### config.mk
export PLATFORM = sky130hd
export DESIGN_NAME = mole_field
export DESIGN_NICKNAME = d
export VERILOG_FILES = /design/src/rtl/mole_field.sv
export SDC_FILE = /design/constraint.sdc
export NUM_CORES = 1
export LEC_CHECK = 0
export ABC_CLOCK_PERIOD_IN_PS = 8210
export BUFFER_PORTS_ARGS = -buffer_cell sky130_fd_sc_hd__buf_2
export CORE_MARGIN = 2
export CORE_UTILIZATION = 25
export DETAILED_ROUTE_END_ITERATION = 8
export PLACE_DENSITY = 0.41
export RECOVER_POWER = 50
export SYNTH_ARGS = -nofsm -noshare
export SYNTH_HDL_FRONTEND = slang
export SYNTH_SLANG_ARGS = --single-unit
export TNS_END_PERCENT = 20
### constraint.sdc
create_clock -name clk -period 8.21 [get_ports clk]
set_input_delay 0 -clock clk [delete_from_list [all_inputs] [get_ports clk]]
set_output_delay 0 -clock clk [all_outputs]
set_load 0.01 [all_outputs]
### src/rtl/mole_field.sv
// Multi-mole scheduler and scorer: raises up to N_MOLES moles on a divided game tick,
// ages them, and judges hit requests. Define MOLE_PENALTY_EN to make RUN misses cost a point.
module mole_field #(
  parameter int N_HOLES    = 9,
  parameter int N_MOLES    = 3,
  parameter int TICK_DIV   = 12500000,
  parameter int LIFE_TICKS = 8,
  parameter int SCORE_W    = 8
) (
  input  logic               clk,
  input  logic               rst,
  input  logic               inGame,
  input  logic               hit,
  input  logic [3:0]         hit_hole,
  output logic [N_HOLES-1:0] mole_map,
  output logic [SCORE_W-1:0] score,
  output logic               hit_ack,
  output logic               hit_good,
  output logic               running
);

  localparam int CNT_W = $clog2(TICK_DIV);

  typedef enum logic {IDLE, RUN} state_t;

  state_t           state;
  logic [15:0]      lfsr;
  logic [CNT_W-1:0] tick_cnt;
  logic [3:0]       life [N_HOLES];

  logic             tick;
  logic             landed;
  logic             spawn_ok;
  logic [3:0]       cand;
  logic [4:0]       survivors;
  logic [15:0]      map16;

  // A hole is raised exactly while its life counter is non-zero.
  always_comb begin
    // NOTE: every always_comb output gets a default first so no path can infer a latch.
    mole_map = '0;
    for (int i = 0; i < N_HOLES; i++) mole_map[i] = (life[i] != 4'd0);
  end

  always_comb begin
    tick      = (state == RUN) && (tick_cnt == CNT_W'(TICK_DIV - 1));
    map16     = 16'(mole_map);
    cand      = lfsr[3:0];
    survivors = '0;
    // Moles still standing after this tick's expiries bound the spawn capacity.
    for (int i = 0; i < N_HOLES; i++)
      if (life[i] > 4'd1) survivors = survivors + 5'd1;
    spawn_ok  = tick && (32'(cand) < N_HOLES) && !map16[cand] && (32'(survivors) < N_MOLES);
    landed    = hit && (state == RUN) && inGame && (32'(hit_hole) < N_HOLES) && map16[hit_hole];
  end

  always_ff @(posedge clk or negedge rst) begin
    if (!rst) begin
      // NOTE: sequential state uses non-blocking assignments so every register samples pre-edge values.
      state    <= IDLE;
      lfsr     <= 16'hACE1;
      tick_cnt <= '0;
      score    <= '0;
      hit_ack  <= 1'b0;
      hit_good <= 1'b0;
      running  <= 1'b0;
      // NOTE: the life array is tiny and drives mole_map directly, so it is reset like plain flops.
      for (int i = 0; i < N_HOLES; i++) life[i] <= 4'd0;
    end else begin
      lfsr     <= {lfsr[14:0], lfsr[15] ^ lfsr[13] ^ lfsr[12] ^ lfsr[10]};
      hit_ack  <= hit;
      hit_good <= landed;
      case (state)
        IDLE: begin
          if (inGame) begin
            state    <= RUN;
            running  <= 1'b1;
            score    <= '0;
            tick_cnt <= '0;
            for (int i = 0; i < N_HOLES; i++) life[i] <= 4'd0;
          end
        end
        RUN: begin
          if (!inGame) begin
            state   <= IDLE;
            running <= 1'b0;
            for (int i = 0; i < N_HOLES; i++) life[i] <= 4'd0;
          end else begin
            tick_cnt <= tick ? '0 : tick_cnt + CNT_W'(1);
            // A landed hit and a spawn never share a hole: one needs it raised, the other empty.
            for (int i = 0; i < N_HOLES; i++) begin
              if (landed && hit_hole == 4'(i))
                life[i] <= 4'd0;
              else if (spawn_ok && cand == 4'(i))
                life[i] <= 4'(LIFE_TICKS);
              else if (tick && life[i] != 4'd0)
                life[i] <= life[i] - 4'd1;
            end
            if (landed) begin
              if (score != '1) score <= score + SCORE_W'(1);
            end
`ifdef MOLE_PENALTY_EN
            else if (hit) begin
              if (score != '0) score <= score - SCORE_W'(1);
            end
`else
`endif
          end
        end
        default: state <= IDLE;
      endcase
    end
  end

endmodule

Word level (Yosys, flattened, before mapping)
Cells that the tools add are included.
Widths: inputs -> output; s select.
{ "totals": {"register_bits": 88, "latch_bits": 0, "ramBits": 0, "mem_bits_ro": 0, "in_bits": 8, "output_inout_bits": 20, "wordCells": 200, "mem_count": 0} }
{ "op_classes": {"n_addsub": 19, "multipliers": 0, "n_div": 0, "magnitude_cmp": 14, "eq_ne": 32, "n_shift": 0, "muxes": 56, "bitwise": 4, "n_reduce_logical": 59} }
{ "ops": {"columns": ["operator", "n"], "rows": [
  ["$mux 4", 27],
  ["$mux 24", 3],
  ["$mux 36", 2],
  ["$pmux 36 s2", 1],
  ["$pmux 24 s2", 1],
  ["$ne 5x2->1 const B", 9],
  ["$add 5x1->5 const B", 8],
  ["$mux 5", 8],
  ["$gt 4x1->1 const B", 9],
  ["$reduce_bool 4->1", 9],
  ["$sub 4x1->4 const B", 9],
  ["$logic_and 1x1->1", 35],
  ["$eq 4x3->1 const B", 8],
  ["$mux 8", 4],
  ["$add 24x1->24 const B", 1],
  ["$eq 24x24->1 const B", 1],
  ["$reduce_and 2->1", 11],
  ["$eq 4x2->1 const B", 4],
  ["$pmux 8 s2", 1],
  ["$lt 4x5->1 const B", 2],
  ["$add 8x1->8 const B", 1],
  ["$bmux 1 s4", 2],
  ["$eq 4x1->1 const B", 2],
  ["$eq 4x4->1 const B", 2],
  ["other kinds (12)", 24]
]} }

Logic depth before layout (Yosys ltp)
Gate-level depths: netlist (run 1).
{ "logic_depth": {"ltp_word": 25, "depth_mapped": 30, "mapped_depth_nobuf": 29} }

Worst setup path after synthesis (run 1)
Ideal clock, no wire load.
{ "synth_path": {"kind": "reg2reg", "startpoint": "register life[28] (netlist name)", "endpoint": "register life[20] (netlist name)", "t_arrival_ps": 5633, "required_ps": 8073, "slack_ps": 2440, "path_stages_with_launch": 29, "synth_period_minus_slack_ps": 5770, "path_cell_list": "dfrtp_1 > inv_1 > ha_1 > o21ai_1 > ha_1 > xnor2_1 > ha_1 > nand2_1 > o31ai_1 > ha_1 > o21bai_1 > o31a_1 > o21ai_1 > xnor2_1 > a21oi_1 > ha_1 > inv_1 > a21oi_1 > ha_1 > o31a_1 > xnor3_1 > xnor3_1 > mux2i_1 > a21oi_1 > nor4b_1 > mux2i_4 > buf_12 > nor4b_4 > o22ai_1"} }
{ "synth_via": {"elab_chain_cells": 23} }
{ "synth_rtl": {"columns": ["item", "line", "text"], "rows": [
  ["start, declared", "29", "logic [3:0] life [N_HOLES];"],
  ["start signal, assigned by index", "95", "life[i] <= 4'(LIFE_TICKS);"],
  ["start signal, assigned by index", "97", "life[i] <= life[i] - 4'd1;"],
  ["$gt 4x1->1", "52", "if (life[i] > 4'd1) survivors = survivors + 5'd1;"],
  ["$mux 5", "52", null],
  ["$add 5x1->5", "52", null],
  ["$mux 5", "52", null],
  ["$add 5x1->5", "52", null],
  ["$mux 5", "52", null],
  ["$add 5x1->5", "52", null],
  ["$mux 5", "52", null],
  ["[7 not listed]", null, null],
  ["$mux 5", "52", null],
  ["$lt 5x2->1", "53", "spawn_ok = tick && (32'(cand) < N_HOLES) && !map16[cand] && (32'(survivors) < N_MOLES);"],
  ["$logic_and 1x1->1", "53", null],
  ["$logic_and 1x1->1", "94", "else if (spawn_ok && cand == 4'(i))"],
  ["$mux 4", "94", null],
  ["$mux 4", "92", "if (landed && hit_hole == 4'(i))"],
  ["$mux 36", "84", "if (!inGame) begin"],
  ["$pmux 36 s2", "73", "case (state)"]
]} }
Several ways; a longest one is shown, not always the timed one. The select of a mux whose other input is x is not followed.
A chain may end at the register's enable or synchronous reset.

Final worst setup path (run 1)
{ "layout_path": {"startpoint": "register life[32] (netlist name)", "endpoint": "register life[33] (netlist name)"} }
{ "layout_via": {"elab_chain_cells": 25} }
{ "layout_rtl": {"columns": ["item", "line"], "rows": [
  ["$gt 4x1->1", "52"],
  ["$mux 1", "52"],
  ["$add 5x1->5", "52"],
  ["$mux 5", "52"],
  ["$add 5x1->5", "52"],
  ["$mux 5", "52"],
  ["$add 5x1->5", "52"],
  ["$mux 5", "52"],
  ["[9 not listed]", null],
  ["$mux 5", "52"],
  ["$lt 5x2->1", "53"],
  ["$logic_and 1x1->1", "53"],
  ["$logic_and 1x1->1", "94"],
  ["$mux 4", "94"],
  ["$mux 4", "92"],
  ["$mux 36", "84"],
  ["$pmux 36 s2", "73"]
]} }
Several ways; a longest one is shown, not always the timed one. The select of a mux whose other input is x is not followed.

==> flow_metrics.env, run 1 <==
export IMPL_status="finished with violations"
export IMPL_violations="capacitance limit, slew limit"
export IMPL_wire_per_inst_um=15.1
export IMPL_rr_startpoint="life[32]"
export IMPL_io_buffer_count=27
export IMPL_route_detailed_drc=0
export IMPL_cts_root_buffer="clkbuf_16"
export IMPL_tightest_slew_ns=3.22
export IMPL_p_leak_nw=2.94
export IMPL_grt_max_degree=56
export IMPL_antennaDiodeCount=0
export IMPL_gr_total_overflow=0
export IMPL_p_sw_mw=0.807
export IMPL_drt_iter0_drc=231
export IMPL_total_power_mw=1.98
export IMPL_synth_edff_count=0
export IMPL_endpoint_kind="flip-flop"
export IMPL_fmax_mhz=145
export IMPL_synth_ff_type="dfrtp_1"
export IMPL_slew_headroom_pct=-115
export IMPL_slew_violations=91
export IMPL_pwr_share_clk_pct=21.8
export IMPL_wl_mm=16.6
export IMPL_fin_tns_setup_ns=0
export IMPL_yosysTopAreaCellShare_pct=31.2
export IMPL_grt_pass1_vias=5224
export IMPL_die_area_um2=27000
export IMPL_crit_slowest_cell="nor4_2"
export IMPL_cts_sinks=88
export IMPL_multi_input_area_um2=3920
export IMPL_syn_area_um2=6420
export IMPL_yosysTopAreaCell="dfrtp_1"
export IMPL_antenna_found_initial=0
export IMPL_drive_gt1_share_pct=12.1
export IMPL_reg2reg_slack_ns=1.33
export IMPL_drtAntennaViolNets=0
export IMPL_io_pins=28
export IMPL_initial_utilization_pct=25.5
export IMPL_fin_crit_ns=6.88
export IMPL_synth_nets=774
export IMPL_pwr_share_comb_pct=53.3
export IMPL_hold_violations=0
export IMPL_ys_seq_area_share_pct=34.4
export IMPL_fillers=2667
export IMPL_die_h_um=164
export IMPL_required_ns=8.42
export IMPL_switching_share_pct=40.7
export IMPL_synthArstFlopShare_pct=100
export IMPL_synth_warning_count=0
export IMPL_cts_buffer_depth=2
export IMPL_num_rows=58
export IMPL_power_density_nw_per_um2=273
export IMPL_final_seq_area_um2=2210
export IMPL_post_cts_resized=0
export IMPL_h_tree_depth=3
export IMPL_insertion_delay_ns=0.35
export IMPL_die_w_um=164
export IMPL_vias=5277
export IMPL_grt_pass1_wl_mm=28.0
export IMPL_hp_start="hit_hole[3]"
export IMPL_ir_worst_vdd_uv=174
export IMPL_pwr_share_seq_pct=24.9
export IMPL_startpoint_type="flip-flop"
export IMPL_ys_types=67
export IMPL_fin_skew_ns=0.00793
export IMPL_fin_crit_sh_pct=83.8
export IMPL_drt_pass1_iter_count=5
export IMPL_worst_ep_arrival_time_ns=7.09
export IMPL_drv_cap=2
export IMPL_core_area_um2=25200
export IMPL_cts_tree="yes"
export IMPL_syn_to_final_growth_pct=13.0
export IMPL_rr_endpoint="life[33]"
export IMPL_min_path_type="input port to flip-flop"
export IMPL_vias_per_cell=4.80
export IMPL_avgSynthCellArea_um2=8.75
export IMPL_place_hpwl_mm=12.3
export IMPL_nets=804
export IMPL_synthCells=734
export IMPL_ys_ff_latch=88
export IMPL_critPathMaxStageDelay_ns=0.49
export IMPL_rsz0062_at_grt="no"
export IMPL_internal_power_mw=1.18
export IMPL_cts_buffers=9
export IMPL_cp_common_cell="ha_1"
export IMPL_min_to="hit_good"
export IMPL_gp_congestion=0.766
export IMPL_worstHoldPathCells=4
export IMPL_r2r_cells=28
export IMPL_path_max_fanout=18
export IMPL_grtUsageTotal_pct=13.2
export IMPL_setup_viol_count_final=0
export IMPL_synth_top_cells_by_area="dfrtp_1, ha_1, nand2_1, o21ai_0, dfstp_2"
export IMPL_clk_pin_slew_worst_paths_ns=0.07
export IMPL_worst_setup_path_type="flip-flop to flip-flop"
flip-flops by register name (all words and copies together), names as in the netlist:
register and flops:
hit_ack 1, hit_good 1, lfsr 16, life 36, running 1, score 8, state 1, tick_cnt 24
cells in the final DEF, fill, tap and decap left out, types with 17 or more instances in the layout:
master	instances
dfrtp_1	80
a21oi_1	41
o21ai_0	45
nand4_1	18
or3_1	20
nor2b_1	17
o22ai_1	18
nor4_1	18
nor2_1	53
xnor2_1	17
nand2_1	103
nand3_1	28
inv_1	45
ha_1	32
cell type report:
type | count | area share (%)
sequential | 88 | 30.5
timing repair buffer | 41 | 3.12
tap | 330 | 5.69
clock buffer | 10 | 3.29
inverter | 48 | 2.52
clock inverter | 6 | 0.931
multi-input combinational | 576 | 54.0
through the flow:
step	hold WS [ns]	cells	setup WS (ns)	instance area [um^2]	utilization, %
after detailed placement	-0.0247	1080	1.32	6950	27.6
final	0.173	1099	1.33	7260	28.8
after global routing	0.196	1099	0.623	7260	28.8
after floorplan	-0.296	734	2.44	6420	-
after global placement	-0.0250	1080	1.52	6950	27.6
after CTS	0.136	1099	1.29	7280	28.9
worst max path at each step:
stage	from	end	slack (ns)
4_1_cts	life[32]	life[33]	1.29
3_5_place_dp	life[32]	life[33]	1.32
3_3_place_gp	life[32]	life[33]	1.52
5_1_grt	life[32]	life[5]	0.62
2_1_floorplan	life[28]	life[20]	2.44
6_report	life[32]	life[33]	1.33
synthesized netlist by cell type (all sizes together), types with 3 or more instances:
library cell  count
nand2           103
dfrtp            80
o21ai            55
nor2             53
inv              45
a21oi            42
ha               32
nor4             32
nand3            28
or3              20
xnor2            19
nand4            18
o22ai            18
nor2b            17
nor3             15
clkbuf           14
xor2             14
or2              12
o21a             10
nor3b             9
buf               8
dfstp             8
nand2b            7
nor4b             7
o21bai            7
mux2i             6
o31ai             5
and3              4
mux2              4
mux4              4
o31a              4
xnor3             4
a31oi             3
and4              3
clkinv            3
power groups by stage:
stage          Clock, mW  Sequential, mW  Combinational [mW]
6_report           0.432           0.494                1.06
3_5_place_dp           0           0.501                1.06
2_1_floorplan          0           0.490               0.850
5_1_grt            0.469           0.499                1.20
4_1_cts            0.448           0.493                1.07
3_3_place_gp           0           0.502                1.07
kinds of logic (layout without fill, tap and decap cells):
| family | after synthesis | in the layout | synth area share (%) |
|---|---|---|---|
| compound gates | 158 | 158 | 14.7 |
| buf+inv | 70 | 105 | 4.69 |
| fa+ha+maj | 33 | 33 | 6.39 |
| flops | 88 | 88 | 34.4 |
| xor+xnor | 38 | 38 | 6.70 |
| simple gates | 333 | 333 | 29.6 |
| mux | 14 | 14 | 3.43 |
worst max-delay path: cells and delay by family (launching register included):
kind / cells / cell delay, ns
AND/OR/NAND/NOR: 3 / 1.06
adder cells (fa/ha/maj): 6 / 1.71
multiplexers: 2 / 0.32
AO/OA/AOI/OAI: 10 / 1.74
flip-flops: 1 / 0.42
buffers and inverters: 3 / 0.42
XOR/XNOR: 4 / 1.06
timing repair:
item	in CTS	in global routing
hold buffers	3	0
setup buffers	0	0
hold endpoints to repair	35	0
per-layer routing:
metal / track usage (%) / up-vias / routed length, um
met4: 3.59 / 0 / 198
met3: 1.52 / 12 / 333
met5: 0 / - / 0
li1: - / 2691 / -
met2: 21.0 / 47 / 7670
met1: 18.8 / 2527 / 8440
Power figures use the tool's default switching activity.
==> inputs of run 2 (changes only) <==
--- a/config.mk
+++ b/config.mk
@@ -5,7 +5,8 @@
 export SDC_FILE = /design/constraint.sdc
 export NUM_CORES = 1
 export LEC_CHECK = 0
-export ABC_CLOCK_PERIOD_IN_PS = 8210
+export ABC_AREA = 1
+export ABC_CLOCK_PERIOD_IN_PS = 6750
 export BUFFER_PORTS_ARGS = -buffer_cell sky130_fd_sc_hd__buf_2
 export CORE_MARGIN = 2
 export CORE_UTILIZATION = 25
==> constraint.sdc (replaced) <==
create_clock -name clk -period 6.75 [get_ports clk]
set_input_delay 0 -clock clk [delete_from_list [all_inputs] [get_ports clk]]
set_output_delay 0 -clock clk [all_outputs]
set_load 0.01 [all_outputs]
==> flow_metrics.env, run 2 <==
export IMPL_holdWs_ns=0.200
export IMPL_synth_warning_count=0
export IMPL_cp_depth=36
export IMPL_drt_pass1_iter_count=5
export IMPL_switching_share_pct=43.7
export IMPL_final_cell_mix="nand2_1, inv_1, nor2_1"
export IMPL_dr_wl_met2_mm=7.15
export IMPL_rr_endpoint="life[33]"
export IMPL_layout_commonest_cell="nand2_1"
export IMPL_fmax_mhz=169
export IMPL_synthCells=888
export IMPL_rsz0062_at_grt="no"
export IMPL_vias_per_cell=4.37
export IMPL_fin_tns_setup_ns=0
export IMPL_io_buffer_count=27
export IMPL_yosysTopAreaCell="dfrtp_1"
export IMPL_violations="capacitance limit, slew limit"
export IMPL_avgSynthCellArea_um2=7.10
export IMPL_ys_ff_latch=88
export IMPL_grt_pass1_wl_mm=26.8
export IMPL_post_cts_resized=0
export IMPL_pwr_share_clk_pct=24.6
export IMPL_tightest_slew_ns=3.06
export IMPL_gr_total_overflow=0
export IMPL_worst_ep_arrival_time_ns=6.17
export IMPL_path_buf_inv=5
export IMPL_post_synth_top_count_cell="nand2_1"
export IMPL_cts_root_buffer="clkbuf_16"
export IMPL_hold_violations=0
export IMPL_pwr_share_seq_pct=30.0
export IMPL_die_area_um2=26500
export IMPL_slew_violations=91
export IMPL_antenna_found_initial=3
export IMPL_path_max_fanout=9
export IMPL_grt_max_degree=57
export IMPL_slew_headroom_pct=-104
export IMPL_internal_power_mw=1.14
export IMPL_synth_nets=928
export IMPL_endpoint_kind="flip-flop"
export IMPL_required_ns=7.00
export IMPL_met1Wirelength_mm=8.33
export IMPL_largest_register="life"
export IMPL_startpoint_type="flip-flop"
export IMPL_num_rows=58
export IMPL_gp_congestion=0.763
export IMPL_path_delay_family="simple AND/OR/NAND/NOR gates"
export IMPL_cts_buffers=9
export IMPL_synth_ff_type="dfrtp_1"
export IMPL_core_area_um2=25000
export IMPL_p_sw_mw=0.887
export IMPL_reg2reg_slack_ns=0.82
export IMPL_antennaDiodeCount=0
export IMPL_drv_cap=2
export IMPL_endpoint="life[33]"
export IMPL_setup_viol_count_final=0
export IMPL_drtAntennaViolNets=0
export IMPL_cts_setup_buffers=0
export IMPL_initial_utilization_pct=25.3
export IMPL_pwr_share_comb_pct=45.4
export IMPL_synthTopCellsByCount="nand2_1, inv_1, nor2_1, dfrtp_1, nand3_1"
export IMPL_fin_crit_ns=5.93
export IMPL_synth_edff_count=0
export IMPL_synth_top_cells_by_area="dfrtp_1, nand2_1, inv_1, ha_1, nor2_1"
export IMPL_die_h_um=163
export IMPL_finalInstanceArea_um2=7160
export IMPL_power_density_nw_per_um2=284
export IMPL_r2r_cells=36
export IMPL_cts_sinks=88
export IMPL_cp_common_cell="nand2_1"
export IMPL_h_tree_depth=3
export IMPL_drive_gt1_share_pct=10.3
export IMPL_fin_skew_ns=0.0107
export IMPL_io_pins=28
export IMPL_drt_iter0_drc=238
export IMPL_worstSetupStartpoint="life[32]"
export IMPL_grt_pass1_vias=5264
export IMPL_syn_area_um2=6300
export IMPL_die_w_um=163
export IMPL_min_path_type="input port to flip-flop"
export IMPL_crit_slowest_cell="dfrtp_1"
export IMPL_p_leak_nw=3.58
export IMPL_critPathMaxStageDelay_ns=0.40
export IMPL_clk_pin_slew_worst_paths_ns=0.08
export IMPL_wl_met3_um=488
export IMPL_status="finished with violations"
export IMPL_yosysTopAreaCellShare_pct=31.8
export IMPL_ir_worst_vdd_uv=154
export IMPL_largest_reg_flops=36
export IMPL_ys_seq_area_share_pct=35.1
export IMPL_top_layer="met5"
export IMPL_nets=967
export IMPL_ys_types=44
export IMPL_wl_mm=16.3
export IMPL_postLayoutCoreUtil_pct=28.7
export IMPL_top_regs="life x36, tick_cnt x24, lfsr x16"
export IMPL_route_detailed_drc=0
export IMPL_postPlaceCellArea_um2=6860
export IMPL_cts_tree="yes"
export IMPL_wire_per_inst_um=12.9
export IMPL_place_hpwl_mm=12.5
export IMPL_syn_to_final_growth_pct=13.5
export IMPL_grtUsageTotal_pct=12.8
export IMPL_vias=5509
export IMPL_insertion_delay_ns=0.35
export IMPL_rr_startpoint="life[32]"
export IMPL_worst_setup_path_type="flip-flop to flip-flop"
export IMPL_cts_buffer_depth=2
export IMPL_fin_crit_sh_pct=87.8
export IMPL_synthArstFlopShare_pct=100
run 2: power groups by stage:
stage	clock network, mW	logic (mW)	registers (mW)
6_report	0.499	0.922	0.609
5_1_grt	0.539	1.08	0.617
4_1_cts	0.519	0.941	0.609
3_5_place_dp	0	0.935	0.618
3_3_place_gp	0	0.943	0.621
2_1_floorplan	0	0.719	0.613
run 2: stage by stage:
stage	power, mW	std cells	setup WS [ns]
5_1_grt	2.23	1262	0.183
6_report	2.03	1262	0.824
3_5_place_dp	1.55	1243	0.826
2_1_floorplan	1.33	888	1.48
4_1_cts	2.07	1262	0.794
3_3_place_gp	1.56	1243	0.913
run 2: how the worst min path moves through the flow:
| stage | from | endpoint | slack, ns | cells past startpoint |
|---|---|---|---|---|
| after floorplan | rst | hit_ack | -0.30 | 0 |
| after detailed placement | rst | score[6] | -0.007 | 1 |
| after global routing | hit_hole[3] | hit_good | 0.24 | 4 |
| final | hit_hole[3] | hit_good | 0.20 | 4 |
| after global placement | rst | score[6] | -0.01 | 1 |
| after CTS | rst | score[5] | 0.15 | 2 |
run 2: layer usage:
layer	vias up	GRT usage [%]
met5	-	0
met4	6	4.22
met3	23	2.27
met2	71	20.0
met1	2502	17.9
li1	2907	-
run 2: logic make-up after synthesis:
kind of cell    after synthesis  share of synthesized area, %
buf+inv                     148                          8.81
compound gates               86                          8.77
fa+ha+maj                    32                          6.35
flops                        88                          35.1
xor+xnor                     24                          3.33
simple gates                510                          37.6
run 2: cell type report:
class / count / area (um^2)
clock inverters: 7 / 62.6
inverters: 142 / 533
flip-flops and latches: 88 / 2210
clock buffers: 9 / 225
well taps: 330 / 413
fillers: 2738 / 17800
multi-input cells: 652 / 3540
repair buffers: 34 / 173
run 2: what timing repair did:
action | CTS | global route
hold buffers | 3 | 0
hold endpoints to repair | 34 | 0
setup endpoints to repair | 0 | 0
run 2: tightest hold or removal path, cell delays in order:
cell and delay (ns):
buf_2 0.13, o21ai_0 0.10, nand3_1 0.11, inv_1 0.13
